**src/rtl/regfile_maint_controller.sv**
```systemverilog
// Register-file maintenance sequencer: core write pass-through,
// bulk clear of x1..x31, and debug dump of a register range.
module regfile_maint_controller #(
    parameter int WIDTH = 32
) (
    input  logic             clk,
    input  logic             reset,
    input  logic             start_clear,
    input  logic             start_dump,
    input  logic [4:0]       first_reg,
    input  logic [4:0]       last_reg,
    input  logic             core_we,
    input  logic [4:0]       core_rd,
    input  logic [WIDTH-1:0] core_data,
    output logic             core_stall,
    output logic             rf_we,
    output logic [4:0]       rf_rd,
    output logic [WIDTH-1:0] rf_data,
    output logic [4:0]       rf_dbg_sel,
    input  logic [WIDTH-1:0] rf_dbg_data,
    output logic             dump_valid,
    input  logic             dump_ready,
    output logic [4:0]       dump_index,
    output logic [WIDTH-1:0] dump_data,
    output logic             busy,
    output logic             done
);

    typedef enum logic [2:0] {
        IDLE,
        CLEAR,
        DUMP_SEL,
        DUMP_OUT,
        DONE
    } state_t;

    state_t           state;
    state_t           state_nx;
    logic [4:0]       idx;
    logic [4:0]       idx_nx;
    logic [4:0]       last;
    logic [4:0]       last_nx;
    logic             dump_valid_nx;
    logic [4:0]       dump_index_nx;
    logic [WIDTH-1:0] dump_data_nx;

    always_ff @(posedge clk or posedge reset) begin
        if (reset) begin
            state      <= IDLE;
            idx        <= '0;
            last       <= '0;
            dump_valid <= 1'b0;
            dump_index <= '0;
            dump_data  <= '0;
            busy       <= 1'b0;
            done       <= 1'b0;
        end else begin
            state      <= state_nx;
            idx        <= idx_nx;
            last       <= last_nx;
            dump_valid <= dump_valid_nx;
            dump_index <= dump_index_nx;
            dump_data  <= dump_data_nx;
            busy       <= (state_nx != IDLE);
            done       <= (state_nx == DONE);
        end
    end

    always_comb begin
        state_nx      = state;
        idx_nx        = idx;
        last_nx       = last;
        dump_valid_nx = dump_valid;
        dump_index_nx = dump_index;
        dump_data_nx  = dump_data;
        rf_we         = core_we;
        rf_rd         = core_rd;
        rf_data       = core_data;
        core_stall    = 1'b0;
        rf_dbg_sel    = '0;

        unique case (state)
            IDLE: begin
                if (start_clear) begin
                    state_nx = CLEAR;
                    idx_nx   = 5'd1;
                end else if (start_dump) begin
                    state_nx = DUMP_SEL;
                    idx_nx   = first_reg;
                    last_nx  = last_reg;
                end
            end
            CLEAR: begin
                // The write port belongs to the clear sweep; the core waits.
                rf_we      = 1'b1;
                rf_rd      = idx;
                rf_data    = '0;
                core_stall = core_we;
                idx_nx     = idx + 5'd1;
                if (idx == 5'd31) begin
                    state_nx = DONE;
                end
            end
            DUMP_SEL: begin
                rf_dbg_sel    = idx;
                dump_data_nx  = rf_dbg_data;
                dump_index_nx = idx;
                dump_valid_nx = 1'b1;
                state_nx      = DUMP_OUT;
            end
            DUMP_OUT: begin
                if (dump_valid && dump_ready) begin
                    dump_valid_nx = 1'b0;
                    if (idx == last) begin
                        state_nx = DONE;
                    end else begin
                        idx_nx   = idx + 5'd1;
                        state_nx = DUMP_SEL;
                    end
                end
            end
            DONE: begin
                state_nx = IDLE;
            end
            default: begin
                state_nx = IDLE;
            end
        endcase
    end

endmodule
```
**config.mk**
```make
export PLATFORM = sky130hd
export DESIGN_NAME = regfile_maint_controller
export DESIGN_NICKNAME = d
export VERILOG_FILES = /design/src/rtl/regfile_maint_controller.sv
export SDC_FILE = /design/constraint.sdc
export NUM_CORES = 1
export LEC_CHECK = 0
export CAP_MARGIN = 15
export CORE_MARGIN = 2
export CORE_UTILIZATION = 37
export DETAILED_ROUTE_END_ITERATION = 10
export PLACE_DENSITY = 0.8
export SYNTH_ARGS = -nofsm -noshare
export SYNTH_HDL_FRONTEND = slang
export SYNTH_SLANG_ARGS = --single-unit
```
**constraint.sdc**
```tcl
create_clock -name clk -period 2.1 [get_ports clk]
set_clock_uncertainty 0.05 [all_clocks]
set_input_delay 0.63 -clock clk [delete_from_list [all_inputs] [get_ports clk]]
set_output_delay 0.63 -clock clk [all_outputs]
set_load 0.005 [all_outputs]
```
After elaboration in Yosys (flattened, before gate mapping) --
Cells that the tools add are included.
Storage, ports and cells: output and inout bits 84, register bits 53, input port bits 85
Operators by class: bitwise gates (word level) 1, reductions and logical operators 8, add/sub/neg operators 1, equal/unequal tests 9, multiplexer cells 18
Operators by type and width (count):
- $mux 32 | 1
- $mux 5 | 6
- $mux 3 | 5
- $pmux 5 s3 | 1
- $pmux 3 s4 | 1
- $eq 3x2->1 const B | 2
- $reduce_bool 3->1 | 2
- $add 5x1->5 const B | 1
- $eq 5x5->1 | 1
- $eq 5x5->1 const B | 1
- $ne 2x2->1 const B | 2
- $reduce_and 4->1 | 1
- $eq 3x1->1 const B | 1
- $eq 3x3->1 const B | 1
- $logic_not 3->1 | 1
- $mux 1 | 3
- $ne 3x3->1 const B | 1
- $reduce_and 3->1 | 1
- $pmux 1 s2 | 1
- $reduce_and 2->1 | 1
- $reduce_bool 2->1 | 1
- $logic_and 1x1->1 | 1
- $not 1->1 | 1

Logic depth before layout (Yosys ltp) --
word-level depth 5, depth in mapped cells 7, depth with buffers taken out 7

Worst setup path after synthesis --
OpenSTA, ideal clock, no wires.
path kind register to output, start point register state[2], end point output rf_rd[0], cell stages (with the launch flop) 7, data arrival time 1.388 ns, path buffers 3, setup slack 0.032 ns, path through dfrtp_1 > buf_4 > nand2b_1 > buf_4 > nor2_1 > buf_4 > mux2_2
Between the ends: cells in the longest elaborated chain, start to end 2
Ends and longest elaborated chain:
- start, declared | line 37 | state_t state;
- start signal, assigned | line 58 | state <= state_nx;
- $eq 3x1->1 | line 82 | unique case (state)
- $mux 5 | line 82
- end, declared | line 17 | output logic [4:0] rf_rd,
Every way passes these cells.

Worst setup path in the final report --
start point register state[2], end point output rf_rd[1]
The elaborated chain is that of the path after synthesis.

==> results.md <==
* Final ANT Viol Nets at 0
* RR Endpoint: busy
* Max-Cap Viols at 0
* Synthesized area at 2670 sq um
* Layout area overhead at 79.7%
* Top FF cell, synth: dfrtp_1
* Setup TNS at -3.63 ns
* Tot Pwr at 6.16 mW
* Violated checks: setup timing
* Status: complete, but fails checks
* Max-slew violations at 0
* Initial Util at 38.8%
* PortBufs at 168
* Critical Path AT at 1.59 ns
* Distinct cells, synth at 38
* Nature of the critical path startpoint: flop
* Fill count at 519
* Yosys reg bits at 53
* Clock buffers created by TritonCTS at 5
* RSZ-0062 raised after global routing: yes
* I/O pin count at 169
* Vias at 2,490
* Number of nets in the layout at 507
* Worst reg-to-reg setup slack at 0.11 ns
* CTS tree: done
* Share of synthesized registers carrying an async set or reset at 100%
* Fin area at 4790 sq um
* CP endpoint kind: primary output
* GRT overflow at 0
* Sink Count at 53
* Setup CP Type: flop to primary output
* EDFF count, synth at 0
* Peak supply drop at 0.000642 V
* Htree depth at 2
* Antenna violations before repair at 0
* Std-Cell Rows at 30
* Biggest register: dump_data
* Crit-path slowest cell: dfrtp_1
* Cells after synthesis at 222
* Reg2reg path depth at 7
* Final Instance Count excl. Fillers at 516
* Final setup violation count at 43
* Die footprint at 7900 sq um
* Syn nets at 309
* Clock transition at path regs at 0.10 ns
* Max reg flops at 32
* Pin count of the biggest net entering global routing at 54
* RR Startpoint: idx[0]
* Syn avg cell area at 12.0 sq um
* DP HPWL at 6.13 mm
* Pre-Repair DR Iteration Count at 5
* Fin util at 69.8%
* Core ar. at 6870 sq um
* First-pass GRT wire length at 12.3 mm
* Worst path cell trace: nand2b_4 > nor2_4 > buf_6 > buf_6 > mux2_4 > buf_6
* Maximum buffer depth of the clock tree at 2
* Total leakage power at 2.12 nW
* Share of cells above drive strength 1 at 34.5%
* Rel. slew slack at 75.0%
* Placed cells at 496
* Max stage delay on crit path at 0.39 ns
* Ant. Diodes at 0
* Clock Latency Late Sink at 0.30 ns
* Root Driver: clkbuf_8
* Placed inst area at 4570 sq um
* HP Class: flop to flop
* Number of remaining DRC errors at 0
* Worst setup startpoint: state[2]
* GRT Resource Usage Total at 20.0%
* Routed WL per cell at 15.7 um
* Hold WS at 0.461 ns
* DRT iter0 DRCs at 119
* Post-route setup slack at -0.172 ns
* Largest fanout on the critical path at 4
* Die height at 88.9 um
* Final WL at 8.11 mm
* Crit path time final at 2.27 ns
* Multi-input combinational cell area at 1320 sq um
* RePlAce Congestion at 0.907
* Vias per std cell at 4.83
* YS warnings at 0
* PD cells at 1290 nW/um^2
* Most used cell, CP: buf_6
* Dpl ws at -0.355 ns
* Post-CTS Hold Fix Bufs at 0
* Reg area at 1330 sq um
* Worst Max-Slew Pin Slew at 0.372 ns
* CP required at 1.42 ns
* Register area share after synthesis at 49.7%
* Max Clock Freq at 0.440 GHz
* Number of global-route vias before repair at 2,599
* Die width at 88.9 um
* Final hold vios at 0
* Fin crit share at 108%
* Crit path to: rf_rd[1]
kinds of logic after synthesis:
group | count (synthesis) | share of synthesized area (%)
simple gates | 68 | 14.4
flops | 53 | 49.7
mux | 49 | 21.0
compound gates | 27 | 7.93
buf+inv | 18 | 4.46
xor+xnor | 5 | 1.64
fa+ha+maj | 2 | 0.938
worst min-delay path by stage:
stage | from | to | slack [ns] | cells after the start
floorplan | last[0] | last[0] | 0.45 | 1
global placement | dump_data[13] | dump_data[13] | 0.44 | 1
detailed placement | dump_data[18] | dump_data[18] | 0.44 | 1
CTS | dump_data[18] | dump_data[18] | 0.47 | 1
global route | dump_data[1] | dump_data[1] | 0.48 | 1
finish | dump_data[18] | dump_data[18] | 0.46 | 1
final cells by class:
class                           instances  area share [%]
Timing Repair Buffer                  204            40.1
Sequential cell                        53            27.7
Inverter                                5           0.392
Clock inverter                          1           0.157
Clock buffer                            6            1.72
Multi-Input combinational cell        151            27.4
Tap cell                               96            2.51
synth_stat cells (all sizes together) (4+ instances only):
cell type   n  share of area, %
nand2       9               1.3
and2        5               1.2
a21oi       4              0.75
xnor2       5               1.6
nor2b      33               7.7
mux2       49                21
nor2        6              0.94
buf        12               3.6
inv         5              0.70
nand3       4              0.75
a31oi       4              0.94
dfrtp      53                50
power by group:
part	internal (mW)	switching, mW
clock	0.262	0.332
combinational	2.35	1.37
sequential	1.52	0.331
repair_timing:
action,CTS,global route
buffers inserted,12,0
gates cloned,1,1
endpoints found under the setup margin,44,44
pin swaps,1,1
resized for setup,172,9
critical path: cells and delay by family (launching register included):
| kind | cells | cell delay (ns) |
|---|---|---|
| DFF | 1 | 0.39 |
| muxes | 1 | 0.31 |
| and+or+nand+nor | 2 | 0.24 |
| buffers and inverters | 3 | 0.35 |
metal layers:
metal | part of all wire, % | vias to the layer above | GRT usage (%)
li1 | - | 1170 | -
met1 | 41 | 1188 | 25.7
met2 | 51 | 122 | 35.1
met3 | 6.1 | 10 | 3.79
met4 | 1.0 | 0 | 4.41
met5 | 0 | - | 0
cell usage in the layout (no fill, tap or decap), types with 3 or more instances in the layout:
master           instances
and2_1                   4
nor2b_1                 27
nor2b_2                  3
buf_4                   23
a31oi_1                  4
o21ai_0                  3
nand2_1                  9
buf_6                   15
a21oi_1                  4
clkbuf_8                 6
mux2_2                  42
buf_2                   25
dlygate4sd2_1           10
nand3_1                  4
inv_1                    4
clkdlybuf4s15_2          3
dfrtp_1                 52
nor2_1                   4
nor2b_4                  3
mux2_4                   7
clkdlybuf4s50_1        124
xnor2_1                  5
Power figures use the tool's default switching activity.
